**config.mk**
```make
export PLATFORM = sky130hd
export DESIGN_NAME = key_entry_decoder
export DESIGN_NICKNAME = d
export VERILOG_FILES = /design/src/rtl/key_pkg.sv /design/src/rtl/key_entry_decoder_ascii_key_class.sv /design/src/rtl/key_entry_decoder.sv
export SDC_FILE = /design/constraint.sdc
export NUM_CORES = 1
export LEC_CHECK = 0
export BUFFER_PORTS_ARGS = -buffer_cell sky130_fd_sc_hd__buf_4
export CORE_ASPECT_RATIO = 0.8
export CORE_UTILIZATION = 50
export DETAILED_ROUTE_END_ITERATION = 10
export PLACE_DENSITY = 0.84
export SLEW_MARGIN = 5
export SYNTH_ARGS = -nofsm -noshare
export SYNTH_HDL_FRONTEND = slang
export SYNTH_SLANG_ARGS = --single-unit
```
**constraint.sdc**
```tcl
create_clock -name clk -period 4.5 [get_ports clk]
set_input_delay 0.675 -clock clk [delete_from_list [all_inputs] [get_ports clk]]
set_output_delay 0.675 -clock clk [all_outputs]
set_load 0.05 [all_outputs]
```
**src/rtl/key_pkg.sv**
```systemverilog
// Shared definitions for the key entry decoder: ASCII byte constants,
// the entry FSM state encoding and a case-folding helper for letters.
package key_pkg;

  localparam logic [7:0] ASC_BS   = 8'h08;
  localparam logic [7:0] ASC_CR   = 8'h0D;
  localparam logic [7:0] ASC_ESC  = 8'h1B;
  localparam logic [7:0] ASC_DEL  = 8'h7F;
  localparam logic [7:0] ASC_0    = 8'h30;
  localparam logic [7:0] ASC_5    = 8'h35;
  localparam logic [7:0] ASC_9    = 8'h39;
  localparam logic [7:0] ASC_UC_A = 8'h41;
  localparam logic [7:0] ASC_UC_L = 8'h4C;
  localparam logic [7:0] ASC_UC_N = 8'h4E;
  localparam logic [7:0] ASC_UC_S = 8'h53;

  typedef enum logic [1:0] {
    ST_IDLE    = 2'd0,
    ST_COLLECT = 2'd1,
    ST_WAIT_CR = 2'd2
  } ent_state_e;

  // Clearing bit 5 maps 'a'..'z' onto 'A'..'Z'. Only used for equality
  // against upper-case letters, where the only other byte that folds onto
  // the same code is the lower-case letter itself.
  function automatic logic [7:0] fold_case(input logic [7:0] c);
    return c & 8'hDF;
  endfunction

endpackage

```
**src/rtl/key_entry_decoder_ascii_key_class.sv**
```systemverilog
// ascii_key_class: purely combinational classifier for one ASCII byte.
// Ports:
//   char_i      ASCII byte
//   is_digit_o  '0'..'9'
//   is_0to5_o   '0'..'5'
//   digit_o     BCD value of the digit (meaningful only when is_digit_o)
//   is_esc_o    ESC
//   is_cr_o     carriage return
//   is_bs_o     backspace or DEL
//   is_a_o, is_l_o, is_s_o, is_n_o   letter, either case
module ascii_key_class
  import key_pkg::*;
(
  input  logic [7:0] char_i,
  output logic       is_digit_o,
  output logic       is_0to5_o,
  output logic [3:0] digit_o,
  output logic       is_esc_o,
  output logic       is_cr_o,
  output logic       is_bs_o,
  output logic       is_a_o,
  output logic       is_l_o,
  output logic       is_s_o,
  output logic       is_n_o
);

  logic [7:0] folded;

  assign folded     = fold_case(char_i);
  assign is_digit_o = (char_i >= ASC_0) && (char_i <= ASC_9);
  assign is_0to5_o  = (char_i >= ASC_0) && (char_i <= ASC_5);
  // '0'..'9' are 0x30..0x39, so the low nibble is the BCD value.
  assign digit_o    = char_i[3:0];
  assign is_esc_o   = (char_i == ASC_ESC);
  assign is_cr_o    = (char_i == ASC_CR);
  assign is_bs_o    = (char_i == ASC_BS) || (char_i == ASC_DEL);
  assign is_a_o     = (folded == ASC_UC_A);
  assign is_l_o     = (folded == ASC_UC_L);
  assign is_s_o     = (folded == ASC_UC_S);
  assign is_n_o     = (folded == ASC_UC_N);

endmodule

```
**src/rtl/key_entry_decoder.sv**
```systemverilog
// key_entry_decoder: classifies UART RX bytes, emits command strobes in IDLE
// and collects a multi-digit BCD time entry opened by 'A'/'L', committed by
// CR, aborted by ESC or idle timeout, with backspace editing.
// Ports:
//   clk, rst        clock (rising edge), asynchronous active-high reset
//   charData        ASCII byte, qualified by charDataValid
//   det_start/stop/ledSel  1-cycle strobes for S / CR / N while idle
//   ent_busy        entry in progress
//   ent_count       digits currently held in the working register
//   ent_valid       1-cycle strobe: entry committed
//   ent_target      target of last commit (0 load, 1 alarm)
//   ent_digits      last committed digits, first-entered in the MS nibble
//   ent_err         1-cycle strobe: byte rejected
//   ent_abort       1-cycle strobe: entry abandoned
// All outputs are registered; response appears one cycle after the byte.
module key_entry_decoder
  import key_pkg::*;
#(
  parameter int                    NUM_DIGITS   = 4,
  parameter logic [NUM_DIGITS-1:0] LIMIT05_MASK = 4'b1010,
  parameter int                    TIMEOUT_CYC  = 0,
  parameter int                    TO_W         = 24
) (
  input  logic                    clk,
  input  logic                    rst,
  input  logic [7:0]              charData,
  input  logic                    charDataValid,
  output logic                    det_start,
  output logic                    det_stop,
  output logic                    det_ledSel,
  output logic                    ent_busy,
  output logic [3:0]              ent_count,
  output logic                    ent_valid,
  output logic                    ent_target,
  output logic [4*NUM_DIGITS-1:0] ent_digits,
  output logic                    ent_err,
  output logic                    ent_abort
);

  localparam int W = 4 * NUM_DIGITS;
  localparam logic [3:0] FULL = 4'(NUM_DIGITS);
  localparam logic [TO_W-1:0] TO_LAST = (TIMEOUT_CYC > 0) ? TO_W'(TIMEOUT_CYC - 1) : '0;

  logic       is_digit, is_0to5, is_esc, is_cr, is_bs, is_a, is_l, is_s, is_n;
  logic [3:0] digit;

  ascii_key_class u_class (
    .char_i     (charData),
    .is_digit_o (is_digit),
    .is_0to5_o  (is_0to5),
    .digit_o    (digit),
    .is_esc_o   (is_esc),
    .is_cr_o    (is_cr),
    .is_bs_o    (is_bs),
    .is_a_o     (is_a),
    .is_l_o     (is_l),
    .is_s_o     (is_s),
    .is_n_o     (is_n)
  );

  ent_state_e      state_q, state_d;
  logic [W-1:0]    work_q, work_d, digits_q, digits_d;
  logic [3:0]      count_q, count_d;
  logic [TO_W-1:0] to_q, to_d;
  logic            pend_q, pend_d, target_q, target_d;
  logic            start_q, start_d, stop_q, stop_d, led_q, led_d, busy_q, busy_d;
  logic            valid_q, valid_d, err_q, err_d, abort_q, abort_d;
  logic            lim_here, digit_ok, timeout_hit;

  // The mask is indexed by remaining positions: the next digit entered lands
  // at position NUM_DIGITS-1-count once the entry is complete.
  always_comb begin
    lim_here = 1'b0;
    for (int i = 0; i < NUM_DIGITS; i++) begin
      if (NUM_DIGITS - 1 - i == int'(count_q)) lim_here = LIMIT05_MASK[i];
    end
  end

  assign digit_ok    = is_digit && (!lim_here || is_0to5);
  assign timeout_hit = (TIMEOUT_CYC > 0) && (state_q != ST_IDLE) && (to_q == TO_LAST);

  always_comb begin
    state_d  = state_q;
    work_d   = work_q;
    count_d  = count_q;
    pend_d   = pend_q;
    target_d = target_q;
    digits_d = digits_q;
    start_d  = 1'b0;
    stop_d   = 1'b0;
    led_d    = 1'b0;
    valid_d  = 1'b0;
    err_d    = 1'b0;
    abort_d  = 1'b0;

    case (state_q)
      ST_IDLE: begin
        if (charDataValid) begin
          if (is_s)             start_d = 1'b1;
          else if (is_cr)       stop_d  = 1'b1;
          else if (is_n)        led_d   = 1'b1;
          else if (is_a || is_l) begin
            pend_d  = is_a;
            work_d  = '0;
            count_d = '0;
            state_d = ST_COLLECT;
          end
        end
      end

      ST_COLLECT, ST_WAIT_CR: begin
        if (charDataValid) begin
          if (is_esc) begin
            abort_d = 1'b1;
            count_d = '0;
            state_d = ST_IDLE;
          end else if (is_bs) begin
            if (count_q != 4'd0) begin
              work_d  = work_q >> 4;
              count_d = count_q - 4'd1;
              state_d = ST_COLLECT;
            end else begin
              err_d = 1'b1;
            end
          end else if (state_q == ST_WAIT_CR && is_cr) begin
            valid_d  = 1'b1;
            digits_d = work_q;
            target_d = pend_q;
            count_d  = '0;
            state_d  = ST_IDLE;
          end else if (state_q == ST_COLLECT && digit_ok) begin
            work_d  = (work_q << 4) | W'(digit);
            count_d = count_q + 4'd1;
            if (count_q + 4'd1 == FULL) state_d = ST_WAIT_CR;
          end else begin
            err_d = 1'b1;
          end
        end else if (timeout_hit) begin
          abort_d = 1'b1;
          count_d = '0;
          state_d = ST_IDLE;
        end
      end

      default: state_d = ST_IDLE;
    endcase

    busy_d = (state_d != ST_IDLE);

    if (TIMEOUT_CYC == 0 || charDataValid || state_q == ST_IDLE) to_d = '0;
    else                                                         to_d = to_q + 1'b1;
  end

  always_ff @(posedge clk or posedge rst) begin
    if (rst) begin
      state_q  <= ST_IDLE;
      work_q   <= '0;
      count_q  <= '0;
      to_q     <= '0;
      pend_q   <= 1'b0;
      target_q <= 1'b0;
      digits_q <= '0;
      start_q  <= 1'b0;
      stop_q   <= 1'b0;
      led_q    <= 1'b0;
      busy_q   <= 1'b0;
      valid_q  <= 1'b0;
      err_q    <= 1'b0;
      abort_q  <= 1'b0;
    end else begin
      state_q  <= state_d;
      work_q   <= work_d;
      count_q  <= count_d;
      to_q     <= to_d;
      pend_q   <= pend_d;
      target_q <= target_d;
      digits_q <= digits_d;
      start_q  <= start_d;
      stop_q   <= stop_d;
      led_q    <= led_d;
      busy_q   <= busy_d;
      valid_q  <= valid_d;
      err_q    <= err_d;
      abort_q  <= abort_d;
    end
  end

  assign det_start  = start_q;
  assign det_stop   = stop_q;
  assign det_ledSel = led_q;
  assign ent_busy   = busy_q;
  assign ent_count  = count_q;
  assign ent_valid  = valid_q;
  assign ent_target = target_q;
  assign ent_digits = digits_q;
  assign ent_err    = err_q;
  assign ent_abort  = abort_q;

endmodule

```
Yosys cells after proc, flatten, opt, wreduce, memory -nomap -nowiden
Cells that the tools add are included.

Flip-flop bits (word level): 47. Logic and storage cells: 135.

Add/sub/neg operators: 2. $lt $le $gt $ge: 3. Equality and inequality tests: 25. Muxes and demuxes: 67. Bitwise logic cells: 6. Reduce and logical (&&, ||, !) cells: 19.

Operator list (number): $mux W16 (11); $mux W4 (11); $pmux W16 S2 (1); $mux W1 (30); $eq A7 B6 Y1 const B (4); $mux W2 (12); $eq A8 B4 Y1 const B (2); $le A8 B6 Y1 const B (2); $or A16 B4 Y16 (1); $ne A2 B2 Y1 const B (7); $reduce_and A11 Y1 (1); $ne A3 B3 Y1 const B (3); $reduce_and A9 Y1 (1); $eq A8 B5 Y1 const B (1); $eq A8 B7 Y1 const B (1); $ge A8 B6 Y1 const B (1); $pmux W4 S2 (1); $reduce_and A6 Y1 (1); $logic_and A1 B1 Y1 (5); $ne A5 B5 Y1 const B (1); $not A1 Y1 (5); $reduce_and A5 Y1 (1); $add A4 B1 Y4 const B (1); $eq A2 B4 Y1 const A (1); other kinds (14) (17).

Logic depth before layout (Yosys ltp)
Gate-level depths: netlist (run 1).

Depth after elaboration: 15. Depth in mapped cells: 9.

By module
From an unflattened synthesis (run 1), not the netlist that was laid out.

Cell total of the unflattened synthesis: 229. Area, all modules: 2653.8 um2.

By module, submodules not included: key_entry_decoder (instances 1, cells an instance 201, area each 2479.9 um2, seq. area each 1176.1 um2); ascii_key_class (instances 1, cells an instance 28, area each 173.9 um2, seq. area each 0.0 um2).

Worst setup path before layout (run 1)
Ideal clock, no wire load.

Kind: register to register. Start point: reg count_q[0] (netlist: ent_count[0]). End point: reg busy_q (netlist: ent_busy). Library setup time: 138 ps. Data arrival time: 2209 ps. Data required time: 4362 ps. Slack: 2153 ps. Cell stages (with the launch flop): 9. Period minus slack after synthesis: 2347 ps. Cells stage by stage: dfrtp_1 -> inv_1 -> ha_1 -> nor2b_1 -> o211ai_1 -> and4_1 -> a31oi_1 -> a2111oi_1 -> a21oi_1.

Longest elaborated chain between the ends: 15. Elaborated cells on any way between the ends: 22.

RTL lines: from (decl) (line key_entry_decoder.sv:63) `logic [3:0] count_q, count_d;`; from (signal assigned) (line key_entry_decoder.sv:173) `count_q <= count_d;`; $eq A3 B4 Y1 (line key_entry_decoder.sv:75) `if (NUM_DIGITS - 1 - i == int'(count_q)) lim_here = LIMIT05_MASK[i];`; $mux W1 (3 in series) (line key_entry_decoder.sv:75); $logic_not A1 Y1 (line key_entry_decoder.sv:79) `assign digit_ok = is_digit && (!lim_here || is_0to5);`; $logic_or A1 B1 Y1 (line key_entry_decoder.sv:79); $logic_and A1 B1 Y1 (line key_entry_decoder.sv:79); $logic_and A1 B1 Y1 (line key_entry_decoder.sv:131) `end else if (state_q == ST_COLLECT && digit_ok) begin`; $mux W2 (line key_entry_decoder.sv:131); $mux W2 (line key_entry_decoder.sv:125) `end else if (state_q == ST_WAIT_CR && is_cr) begin`; $mux W2 * (line key_entry_decoder.sv:117) `end else if (is_bs) begin`; $mux W2 * (line key_entry_decoder.sv:113) `if (is_esc) begin`; $mux W2 * (line key_entry_decoder.sv:112) `if (charDataValid) begin`; $pmux W2 S2 * (line key_entry_decoder.sv:96) `case (state_q)`; $reduce_bool A2 Y1 * (line key_entry_decoder.sv:148) `busy_d = (state_d != ST_IDLE);`; net busy_d (line key_entry_decoder.sv:66) `logic start_q, start_d, stop_q, stop_d, led_q, led_d, busy_q, busy_d;`; to (signal assigned) (line key_entry_decoder.sv:181) `busy_q <= busy_d;`; to (decl) (line key_entry_decoder.sv:66).

Mark *: on every way through the listed nets, which the timed path passes. The rest lies on a longest branch. A chain may end at the register's enable or synchronous reset.

Worst setup path after layout (run 1)
Start point: reg state_q[1]. End point: reg work_q[3].

Longest elaborated chain between the ends: 4. Elaborated cells on any way between the ends: 19.

RTL lines: from (decl) (line key_entry_decoder.sv:61) `ent_state_e state_q, state_d;`; from (signal assigned) (line key_entry_decoder.sv:171) `state_q <= state_d;`; $eq A2 B2 Y1 or $eq A2 B1 Y1 (tied branches) (line key_entry_decoder.sv:96, key_entry_decoder.sv:125, key_entry_decoder.sv:131); $reduce_or A2 Y1, or another cell as far along (line key_entry_decoder.sv:96); $ne A3 B3 Y1 (no source line), or another cell as far along; $reduce_and A11 Y1 (no source line); to (signal assigned) (line key_entry_decoder.sv:172) `work_q <= work_d;`; to (decl) (line key_entry_decoder.sv:62) `logic [W-1:0] work_q, work_d, digits_q, digits_d;`.

Parallel ways exist; a longest one is shown, timed or not.

==> results of run 1 <==
==> routing by layer <==
layer / vias up / GRT usage
li1: 929 / -
met1: 954 / 0.3452
met4: 0 / 0.06798
met3: 5 / 0.04028
met5: - / 0
met2: 65 / 0.3354
==> worst min path at each step <==
| stage | endpoint | depth (start not counted) | startpoint | slack, ns |
|---|---|---|---|---|
| 4_1_cts | work_q[11] | 2 | work_q[11] | 0.49 |
| 6_report | ent_digits[11] | 2 | ent_digits[11] | 0.49 |
| 2_1_floorplan | work_q[10] | 2 | work_q[10] | 0.45 |
| 3_5_place_dp | work_q[11] | 2 | work_q[11] | 0.47 |
| 3_3_place_gp | work_q[10] | 2 | work_q[10] | 0.46 |
| 5_1_grt | ent_digits[11] | 2 | ent_digits[11] | 0.54 |
==> state kept, by name, summed over array words and instances (netlist names) <==
| register | cells |
|---|---|
| pend_q | 1 |
| ent_target | 1 |
| ent_valid | 1 |
| state_q | 2 |
| ent_busy | 1 |
| ent_digits | 16 |
| ent_count | 4 |
| work_q | 16 |
| det_start | 1 |
| det_ledSel | 1 |
| ent_abort | 1 |
| ent_err | 1 |
| det_stop | 1 |
==> area by class of cell <==
| cell class | instances | area (um2) |
|---|---|---|
| multi-input combinational | 167 | 1215 |
| clock buffer | 6 | 82.58 |
| inverter | 12 | 45.04 |
| clock inverter | 2 | 13.76 |
| tap | 60 | 75.07 |
| sequential | 47 | 1176 |
| timing repair buffer | 38 | 285.3 |
| fill | 406 | 1842 |
==> power groups by stage <==
stage                     clock [mW]  sequential [mW]  combinational [mW]
after global routing           0.300            0.559               0.531
final                          0.275            0.548               0.480
after global placement             0            0.551               0.465
after floorplan                    0            0.590               0.333
after detailed placement           0            0.554               0.475
after CTS                      0.281            0.546               0.478
==> cells by family (layout without fill, tap and decap cells) <==
| kind of cell | Yosys count | after routing |
|---|---|---|
| flops | 47 | 47 |
| mux | 21 | 21 |
| simple gates | 77 | 77 |
| buf+inv | 26 | 58 |
| fa+ha+maj | 9 | 9 |
| compound gates | 60 | 60 |
==> per-stage QoR <==
step	utilization	worst slack, ns	hold slack [ns]	power (mW)
floorplan	-	2.153	0.4485	0.9221
global placement	0.5906	1.540	0.4596	1.015
detailed placement	0.5906	1.545	0.4746	1.028
CTS	0.6110	1.636	0.4948	1.305
global route	0.6110	1.279	0.5364	1.390
finish	0.6110	1.608	0.4914	1.304
==> cells in the mapped netlist (2+ instances only) <==
cell type / n / area, um2
nand2_1: 29 / 108.9
o2111ai_1: 3 / 26.28
ha_1: 9 / 112.6
and3_1: 2 / 12.51
o21a_1: 2 / 15.01
o21ai_0: 12 / 60.06
dfrtp_1: 47 / 1176
nor2_1: 14 / 52.55
a31oi_1: 4 / 25.02
buf_2: 5 / 25.02
buf_4: 2 / 15.01
nand4b_1: 2 / 17.52
and3b_1: 3 / 26.28
a21oi_1: 8 / 40.04
mux2_2: 14 / 157.7
nor3_1: 3 / 15.01
inv_1: 12 / 45.04
clkbuf_1: 3 / 11.26
o211ai_1: 3 / 22.52
mux2i_1: 7 / 70.07
nand3_1: 6 / 30.03
and2_1: 3 / 18.77
and4_1: 2 / 17.52
o31ai_1: 15 / 112.6
nor4_1: 3 / 18.77
buf_6: 4 / 45.04
==> critical path, cell delays in order, from the launching register on <==
cell	delay, ns
dfrtp_1	0.45
inv_1	0.12
ha_1	0.54
inv_1	0.36
o311ai_4	1.03
o21ai_0	0.22
==> results by group, run 1 <==
Status
  • Status: finished clean

Timing
  • Final Setup Violations: 0
  • Pin slew with the least headroom to its limit: 1.096 ns
  • Fin. Hold Viols: 0
  • Slew Limit Fails: 0
  • RSZ-0062 raised after global routing: no
  • Fmax: 345.8 MHz
  • Slew HR: 0.2674
  • Setup TNS: 0 ns
  • Minimum clock period: 2.892 ns
  • Tcrit/Tclk final: 0.6427
  • Clock Skew: 0.004611 ns

CTS
  • Max clock buf depth: 2
  • Clock slew at reported path FFs: 0.09 ns
  • Setup bufs post-CTS: 0
  • Post-CTS Hold Buffers: 0
  • Cts repair resizes: 0
  • CTS Buf Count: 5
  • H-tree depth: 2
  • Clock sinks: 47
  • CTS tree: built
  • Root Buffer: clkbuf_8
  • Clk_lat worst skew: 0.30 ns

Logic synthesis
  • Register area share after synthesis: 0.4644
  • Post-Syn Nets: 260
  • Main synth FF type: dfrtp_1
  • Synth warnings: 0
  • Post-synthesis register bit count: 47
  • XOR/XNOR share of the synthesized area: 0
  • Distinct cell type count after synthesis: 49
  • Mux cell area share after synthesis: 0.08992
  • Synth Cell Area: 2532 um2
  • Adder-cell share of the synthesized area: 0.04447
  • Synth Instances: 240
  • Synth Area in Simple Gates: 0.1630
  • Largest family of logic cells by synthesized area: compound AO/OA/AOI/OAI gates
  • Syn Area/Cell: 10.55 um2
  • Compound-gate portion of the synthesized area: 0.1823
  • EDFF count, synth: 0
  • Asr flop ratio synth: 1.000

Worst hold path
  • Hold Path Class: register to register

Power and ir drop
  • Seq pwr share: 0.420
  • Sw Pwr: 0.5344 mW
  • Power Dens Cells: 450.7 nW/um2
  • Sw Ratio: 0.4099
  • Comb pwr share: 0.368
  • Internal cell power: 0.7694 mW
  • Clock power share: 0.211
  • Peak supply drop: 0.2412 mV
  • LEAKAGE: 1.375 nW

Layout
  • Commonest non-fill, non-tap cell in the layout: dfrtp_1
  • Fraction of final layout cells sized beyond drive strength 1: 0.2574
  • Commonest cells after routing, fill and taps aside: 47 x dfrtp_1, 38 x buf_4, 29 x nand2_1, 15 x o31ai_1
  • Diodes inserted: 0
  • NumNets Final: 291
  • Post-route insts no fill: 332
  • Post-Layout Inst Area: 2893 um2
  • Area Overhead vs Synth: 14.23%

Global route
  • Largest net degree at the start of global routing: 48
  • Vias in the first global route: 1868
  • Global route overflow: 0
  • Total GRT Usage: 0.2299
  • Global-route wire length before repair: 9.280 mm
  • Initial antenna violation count: 0

Drt
  • Met2 wire length: 2.355 mm
  • Drt wl/cell: 16.38 um
  • Highest metal used: met4
  • DRT iter0 DRCs: 189
  • Wirelength, routed: 5.437 mm
  • Met1 layer wirelength in the final routing: 2.670 mm
  • Residual DRC: 0
  • Drt first pass iters: 4
  • Via/cell ratio: 5.883
  • Met3 wire length: 354 um
  • Vias post-DR: 1953
  • Remaining antenna violation count after routing: 0

Critical path
  • Register-to-Register Path Depth: 5
  • Setup crit end: work_q[3]
  • Setup crit start kind: register
  • Setup crit end kind: register
  • Reg2Reg Setup Slack: 1.61 ns
  • Max FO, Critical Path: 32
  • Critical path arrival: 3.03 ns
  • Crit Path Class: register to register
  • R2r startpoint: state_q[1]
  • Worst reg2reg endpoint: work_q[3]
  • Critical path launch point: state_q[1]
  • WP data required: 4.64 ns

Floorplanning
  • Cell Rows: 22
  • Placeable Area: 4735 um2
  • Die Footprint: 5355 um2
  • Vert. Die Dim: 65.66 um
  • Starting Density: 0.5349
  • Ports: 39
  • Chip Width: 81.57 um

Place
  • Placed cell area: 2796 um2
  • Placer Congestion: 0.8353
  • PortBufs: 38
  • Final HPWL DP: 3.762 mm
  • Placed cell count: 324

Run
  • Max Cap Viol: 0
Power figures use the tool's default switching activity.
==> run 2: changes to the inputs <==
==> constraint.sdc (replaced) <==
create_clock -name clk -period 3 [get_ports clk]
set_input_delay 0.45 -clock clk [delete_from_list [all_inputs] [get_ports clk]]
set_output_delay 0.45 -clock clk [all_outputs]
set_load 0.05 [all_outputs]
==> run 2 against run 1 <==
- power grew 49%
- clock-buffer cell count is 1 lower
- non-clock buffer count increased by 3
- first-iteration DRC count up 6.9%
- fmax grew 18%
- combinational power grew 57%
- register-to-register slack worse by 1.1 ns
- largest cell class unchanged
- final cell count is 0.30% higher
- die area unchanged
- design area barely moved
==> results by group, run 2 (synthesized netlist as in run 1, its figures left out) <==
Status
  • Status: finished clean (unchanged)

Layout
  • Sequential Area: 1176 um2 (unchanged)
  • Commonest cells after routing, fill and taps aside: 47 x dfrtp_1, 41 x buf_4, 29 x nand2_1, 15 x o31ai_1 (was 47 x dfrtp_1, 38 x buf_4, 29 x nand2_1, 15 x o31ai_1)
  • Commonest non-fill, non-tap cell in the layout: dfrtp_1 (unchanged)
  • Multi-input logic area: 1215 um2 (unchanged)
  • Post-Layout Inst Area: 2895 um2 (was 2893 um2)
  • Fraction of final layout cells sized beyond drive strength 1: 0.2601 (was 0.2574)
  • NumNets Final: 294 (was 291)
  • Area Overhead vs Synth: 14.33% (was 14.23%)
  • Layout fillers: 429 (was 406)
  • Diodes inserted: 0 (unchanged)

Global route
  • Busiest layer in global routing: met2 (was met1)
  • Initial antenna violation count: 0 (unchanged)
  • Largest net degree at the start of global routing: 48 (unchanged)
  • Global route overflow: 0 (unchanged)
  • Grt met2 use: 0.3406 (was 0.3354)
  • GR met3 Demand/Resource: 0.04861 (was 0.04028)
  • Vias in the first global route: 1887 (was 1868)
  • Total GRT Usage: 0.2309 (was 0.2299)
  • Met1 usage: 0.3336 (was 0.3452)
  • Global-route wire length before repair: 9.239 mm (was 9.280 mm)

Drt
  • Wirelength, routed: 5.607 mm (was 5.437 mm)
  • Via/cell ratio: 5.988 (was 5.883)
  • Vias post-DR: 1994 (was 1953)
  • Residual DRC: 0 (unchanged)
  • Remaining antenna violation count after routing: 0 (unchanged)
  • Drt wl/cell: 16.84 um (was 16.38 um)
  • DRT iter0 DRCs: 202 (was 189)
  • Drt first pass iters: 4 (unchanged)

Place
  • Final HPWL DP: 3.958 mm (was 3.762 mm)
  • PortBufs: 38 (unchanged)
  • Placer Congestion: 0.8920 (was 0.8353)
  • Pre-CTS setup slack: 0.5967 ns (was 1.545 ns)
  • Placed cell area: 2819 um2 (was 2796 um2)

CTS
  • CTS tree: built (unchanged)
  • H-tree depth: 2 (unchanged)
  • Setup bufs post-CTS: 0 (unchanged)
  • Clk_lat worst skew: 0.30 ns (about the same)
  • Cts repair resizes: 0 (unchanged)
  • CTS Buf Count: 5 (unchanged)
  • Clock slew at reported path FFs: 0.08 ns (was 0.09 ns)
  • Max clock buf depth: 2 (unchanged)
  • Root Buffer: clkbuf_8 (unchanged)
  • Clock sinks: 47 (unchanged)
  • Post-CTS Hold Buffers: 0 (unchanged)

Critical path
  • Setup crit end kind: register (unchanged)
  • Crit-path cells: inv_1 > ha_1 > nor2b_1 > o211ai_1 > and4_1 > o311ai_4 > buf_4 > nand2_1 > o31ai_1 (was inv_1 > ha_1 > inv_1 > o311ai_4 > o21ai_0)
  • Max FO, Critical Path: 17 (was 32)
  • Crit Path Class: register to register (unchanged)
  • Critical path arrival: 2.64 ns (was 3.03 ns)
  • WP data required: 3.20 ns (was 4.64 ns)
  • Setup crit start kind: register (unchanged)
  • Critical Path Max Stage Delay: 0.54 ns (was 1.03 ns)
  • Slowest cell on crit path: o311ai_4 (unchanged)

Timing
  • Final Setup Violations: 0 (unchanged)
  • Clock Skew: 0.004808 ns (was 0.004611 ns)
  • Setup TNS: 0 ns (unchanged)
  • RSZ-0062 raised after global routing: no (unchanged)
  • Min setup slack post-route: 0.5531 ns (was 1.608 ns)
  • Slew HR: 0.3605 (was 0.2674)
  • Fin. Hold Viols: 0 (unchanged)
  • Minimum clock period: 2.447 ns (was 2.892 ns)
  • Pin slew with the least headroom to its limit: 0.9578 ns (was 1.096 ns)
  • Worst Hold Slack: 0.3713 ns (was 0.4914 ns)
  • Tcrit/Tclk final: 0.8156 (was 0.6427)
  • Fmax: 408.7 MHz (was 345.8 MHz)
  • Slew Limit Fails: 0 (unchanged)

Floorplanning
  • Starting Density: 0.5349 (unchanged)
  • Cell Rows: 22 (unchanged)
  • Die Footprint: 5355 um2 (unchanged)
  • Vert. Die Dim: 65.66 um (unchanged)
  • Placeable Area: 4735 um2 (unchanged)
  • Ports: 39 (unchanged)
  • Chip Width: 81.57 um (unchanged)

Worst hold path
  • Hold Path Class: input port to asynchronous set/reset pin (was register to register)

Power and ir drop
  • Power Dens Cells: 669.2 nW/um2 (was 450.7 nW/um2)
  • LEAKAGE: 1.373 nW (was 1.375 nW)
  • Peak supply drop: 0.3190 mV (was 0.2412 mV)

Run
  • Max Cap Viol: 0 (unchanged)
## run 2: final timing paths
check | startpoint | end | slack (ns) | depth (start not counted)
setup / recovery | ent_count[1] | work_q[12] | 0.55 | 9
hold / removal | rst | pend_q | 0.37 | 2
setup reg to reg | ent_count[1] | work_q[12] | 0.55 | 9
hold reg to reg | ent_digits[10] | ent_digits[10] | 0.49 | 2
max in group asynchronous | rst | ent_busy | 2.03 | 2
min in group clk | charData[4] | det_ledSel | 0.39 | 2
## run 2: area by class of cell
type                            count  share of cell area
Clock buffer                        5             0.02377
Multi-Input combinational cell    167              0.4196
Tap cell                           60             0.02593
Clock inverter                      1            0.002593
Inverter                           12             0.01556
Timing Repair Buffer               41              0.1063
Sequential cell                    47              0.4062
## run 2: routing by layer
layer / wire (um) / vias up / part of all wire
met2: 2520 / 78 / 0.45
met1: 2632 / 973 / 0.47
li1: - / 935 / -
met3: 401 / 8 / 0.072
met5: 0 / - / 0
met4: 53 / 0 / 0.0095
## run 2: per-stage QoR
stage | instances | power (mW) | util
detailed placement | 327 | 1.579 | 0.5954
global placement | 327 | 1.553 | 0.5954
CTS | 333 | 1.933 | 0.6115
finish | 333 | 1.938 | 0.6115
floorplan | 240 | 1.383 | -
global route | 333 | 2.049 | 0.6115
## run 2: power by group
part	switching, mW	internal (mW)	total [mW]
Combinational	0.501	0.254	0.755
Clock	0.205	0.155	0.360
Sequential	0.0963	0.727	0.823
Total	0.802	1.14	1.94
## run 2: critical path: cells and delay by family (launching register included)
family | cells | cell delay (ns)
compound gates | 3 | 0.74
buf+inv | 2 | 0.47
simple gates | 3 | 0.47
fa+ha+maj | 1 | 0.20
flops | 1 | 0.47
==> run 3: changes to the inputs <==
--- a/config.mk
+++ b/config.mk
@@ -5,11 +5,12 @@
 export SDC_FILE = /design/constraint.sdc
 export NUM_CORES = 1
 export LEC_CHECK = 0
+export ABC_AREA = 1
 export BUFFER_PORTS_ARGS = -buffer_cell sky130_fd_sc_hd__buf_4
 export CORE_ASPECT_RATIO = 0.8
 export CORE_UTILIZATION = 50
 export DETAILED_ROUTE_END_ITERATION = 10
-export PLACE_DENSITY = 0.84
+export PLACE_DENSITY = 0.83
 export SLEW_MARGIN = 5
 export SYNTH_ARGS = -nofsm -noshare
 export SYNTH_HDL_FRONTEND = slang
==> constraint.sdc (replaced) <==
create_clock -name clk -period 2.46 [get_ports clk]
set_input_delay 0.369 -clock clk [delete_from_list [all_inputs] [get_ports clk]]
set_output_delay 0.369 -clock clk [all_outputs]
set_load 0.05 [all_outputs]
==> run 3 against run 2 <==
- largest cell class unchanged
- via count increased by 25%
- critical endpoint is now ent_count[1]
- final cell count increased by 39%
- wire length increased by 13%
- largest power group is now combinational cells
- flip-flop and latch count unchanged
- critical path depth unchanged
==> results by group, run 3 <==
Status
  • Status: finished clean (unchanged)

Place
  • Final HPWL DP: 4.541 mm (was 3.958 mm)
  • Pre-CTS setup slack: 0.3354 ns (was 0.5967 ns)
  • PortBufs: 38 (unchanged)
  • Placer Congestion: 0.8975 (was 0.8920)

Critical path
  • Reg2Reg Setup Slack: 0.29 ns (was 0.55 ns)
  • Register-to-Register Path Depth: 9 (unchanged)
  • Max FO, Critical Path: 8 (was 17)
  • R2r startpoint: state_q[0] (was ent_count[1])
  • WP data required: 2.65 ns (was 3.20 ns)
  • Crit Path Class: register to register (unchanged)
  • Setup crit start kind: register (unchanged)
  • Critical path arrival: 2.37 ns (was 2.64 ns)
  • Setup crit end kind: register (unchanged)
  • Worst reg2reg endpoint: ent_count[1] (was work_q[12])

Global route
  • GR met3 Demand/Resource: 0.04890 (was 0.04861)
  • Met1 usage: 0.3483 (was 0.3336)
  • Initial antenna violation count: 0 (unchanged)
  • Busiest layer in global routing: met2 (unchanged)
  • Global-route wire length before repair: 10.64 mm (was 9.239 mm)
  • Global route overflow: 0 (unchanged)
  • Largest net degree at the start of global routing: 48 (unchanged)
  • Vias in the first global route: 2278 (was 1887)
  • Total GRT Usage: 0.2383 (was 0.2309)
  • Grt met2 use: 0.3628 (was 0.3406)

Layout
  • Layout fillers: 467 (was 429)
  • Commonest non-fill, non-tap cell in the layout: nand2_1 (was dfrtp_1)
  • NumNets Final: 420 (was 294)
  • Diodes inserted: 0 (unchanged)
  • Area Overhead vs Synth: 16.66% (was 14.33%)
  • Fraction of final layout cells sized beyond drive strength 1: 0.1696 (was 0.2601)
  • Commonest cells after routing, fill and taps aside: 119 x nand2_1, 47 x dfrtp_1, 44 x buf_4, 38 x nand3_1, 37 x inv_1 (was 47 x dfrtp_1, 41 x buf_4, 29 x nand2_1, 15 x o31ai_1)

Run
  • Max Cap Viol: 0 (unchanged)

Timing
  • Slew HR: 0.6061 (was 0.3605)
  • Pin slew with the least headroom to its limit: 0.5908 ns (was 0.9578 ns)
  • Clock Skew: 0.005235 ns (was 0.004808 ns)
  • Fmax: 460.1 MHz (was 408.7 MHz)
  • Tcrit/Tclk final: 0.8836 (was 0.8156)
  • Setup TNS: 0 ns (unchanged)
  • Fin. Hold Viols: 0 (unchanged)
  • Min setup slack post-route: 0.2864 ns (was 0.5531 ns)
  • RSZ-0062 raised after global routing: no (unchanged)
  • Minimum clock period: 2.174 ns (was 2.447 ns)
  • Slew Limit Fails: 0 (unchanged)
  • Final Setup Violations: 0 (unchanged)
  • Worst Hold Slack: 0.2117 ns (was 0.3713 ns)

CTS
  • Root Buffer: clkbuf_8 (unchanged)
  • H-tree depth: 2 (unchanged)
  • Clock slew at reported path FFs: 0.09 ns (was 0.08 ns)
  • Clock sinks: 47 (unchanged)
  • Max clock buf depth: 2 (unchanged)
  • Clk_lat worst skew: 0.30 ns (about the same)
  • CTS tree: built (unchanged)
  • CTS Buf Count: 5 (unchanged)
  • Setup bufs post-CTS: 0 (unchanged)
  • Cts repair resizes: 0 (unchanged)
  • Post-CTS Hold Buffers: 0 (unchanged)

Floorplanning
  • Vert. Die Dim: 67.41 um (was 65.66 um)
  • Chip Width: 83.76 um (was 81.57 um)
  • Starting Density: 0.5279 (was 0.5349)
  • Ports: 39 (unchanged)
  • Cell Rows: 23 (was 22)
  • Placeable Area: 5065 um2 (was 4735 um2)
  • Die Footprint: 5646 um2 (was 5355 um2)

Logic synthesis
  • Main synth FF type: dfrtp_1 (unchanged)
  • Most common cell in the netlist: nand2_1 (was dfrtp_1)
  • Share of the synthesized area in the top cell type: 0.4399 (was 0.4644)
  • Synth Instances: 362 (was 240)
  • EDFF count, synth: 0 (unchanged)
  • Distinct cell type count after synthesis: 30 (was 49)
  • Dominant cell type by area after synthesis: dfrtp_1 (unchanged)
  • Synth cell count leaders: 119 x nand2_1, 47 x dfrtp_1, 38 x inv_1, 38 x nand3_1, 30 x nor2_1 (was 47 x dfrtp_1, 29 x nand2_1, 15 x o31ai_1, 14 x mux2_2, 14 x nor2_1)
  • Synth warnings: 0 (unchanged)
  • Syn Area/Cell: 7.386 um2 (was 10.55 um2)
  • Synth Cell Area: 2674 um2 (was 2532 um2)
  • Register area share after synthesis: 0.4399 (was 0.4644)
  • Post-Syn Nets: 382 (was 260)
  • Asr flop ratio synth: 1.000 (unchanged)
  • Ranking of synthesized cells by area: dfrtp_1 44%, nand2_1 17%, nand3_1 7.1%, inv_1 5.3%, o21ai_0 5.1% (was dfrtp_1 46%, mux2_2 6.2%, ha_1 4.4%, o31ai_1 4.4%, nand2_1 4.3%)
  • Post-synthesis register bit count: 47 (unchanged)

Worst hold path
  • Hold Path Class: input port to asynchronous set/reset pin (unchanged)

Power and ir drop
  • Peak supply drop: 0.7409 mV (was 0.3190 mV)
  • Power Dens Cells: 906.0 nW/um2 (was 669.2 nW/um2)
  • LEAKAGE: 1.705 nW (was 1.373 nW)

Drt
  • Via/cell ratio: 5.393 (was 5.988)
  • Wirelength, routed: 6.355 mm (was 5.607 mm)
  • DRT iter0 DRCs: 275 (was 202)
  • Drt wl/cell: 13.73 um (was 16.84 um)
  • Remaining antenna violation count after routing: 0 (unchanged)
  • Drt first pass iters: 5 (was 4)
  • Residual DRC: 0 (unchanged)
  • Vias post-DR: 2497 (was 1994)
==> run 3: cell types whose count changed after synthesis, sizes merged, moves of 7 or more <==
| cell | change |
|---|---|
| nand2 | +93 |
| nand4 | +7 |
| o31ai | -15 |
| o21ai | +16 |
| mux2 | -14 |
| mux2i | -7 |
| nand3 | +35 |
| inv | +30 |
| nor2 | +18 |
==> run 3: cell families after synthesis <==
| kind of cell | synth area share |
|---|---|
| AOI/OAI and AO/OA | 0.07581 |
| xor gates and xnor gates | 0.01310 |
| adders and majority gates | 0.04212 |
| buffers and inverters | 0.08703 |
| DFF | 0.4399 |
| and+or+nand+nor | 0.3421 |
==> run 3: area by class of cell <==
type / count / area, um2 / area share
well taps: 62 / 77.57 / 0.02487
clock inverters: 3 / 43.79 / 0.01404
clock buffers: 5 / 68.82 / 0.02206
multi-input cells: 260 / 1265 / 0.4055
flip-flops and latches: 47 / 1176 / 0.3771
inverters: 42 / 157.7 / 0.05054
repair buffers: 44 / 330.3 / 0.1059
==> run 3: how the worst max path moves through the flow <==
stage | start | to | slack [ns] | depth (start not counted)
4_1_cts | state_q[1] | ent_count[1] | 0.31 | 9
3_5_place_dp | state_q[1] | ent_count[1] | 0.34 | 9
2_1_floorplan | state_q[0] | work_q[4] | 0.40 | 10
6_report | state_q[0] | ent_count[1] | 0.29 | 9
3_3_place_gp | charData[6] | work_q[1] | 0.47 | 11
5_1_grt | state_q[1] | ent_count[2] | 0.13 | 9
==> run 3: power by group <==
part | switching [mW] | internal, mW | leakage, nW | total [mW]
combinational | 0.892 | 0.365 | 1.00 | 1.26
clock | 0.276 | 0.303 | 0.0581 | 0.579
sequential | 0.108 | 0.882 | 0.647 | 0.990
total | 1.28 | 1.55 | 1.70 | 2.83
==> run 3: per-layer routing <==
metal,part of all wire,vias to the layer above,wire length [um]
met3,0.071,11,449
met1,0.48,1157,3059
met4,0.015,0,95
met5,0,-,0
met2,0.43,112,2750
li1,-,1217,-
==> run 3: worst max-delay path: stages (launching register included) <==
cell	delay, ns
dfrtp_1	0.44
inv_1	0.17
ha_1	0.38
inv_1	0.14
a21oi_2	0.19
nand2_1	0.13
o21ai_1	0.23
nand3_1	0.22
nand2_1	0.11
nand2_1	0.06
==> run 3: per-stage QoR <==
step           instance area, um2  cells  power [mW]  utilization
2_1_floorplan                2674    362       1.914            -
3_3_place_gp                 3007    455       2.200       0.5936
3_5_place_dp                 3007    455       2.238       0.5936
4_1_cts                      3119    463       2.817       0.6159
5_1_grt                      3119    463       3.016       0.6159
6_report                     3119    463       2.826       0.6159
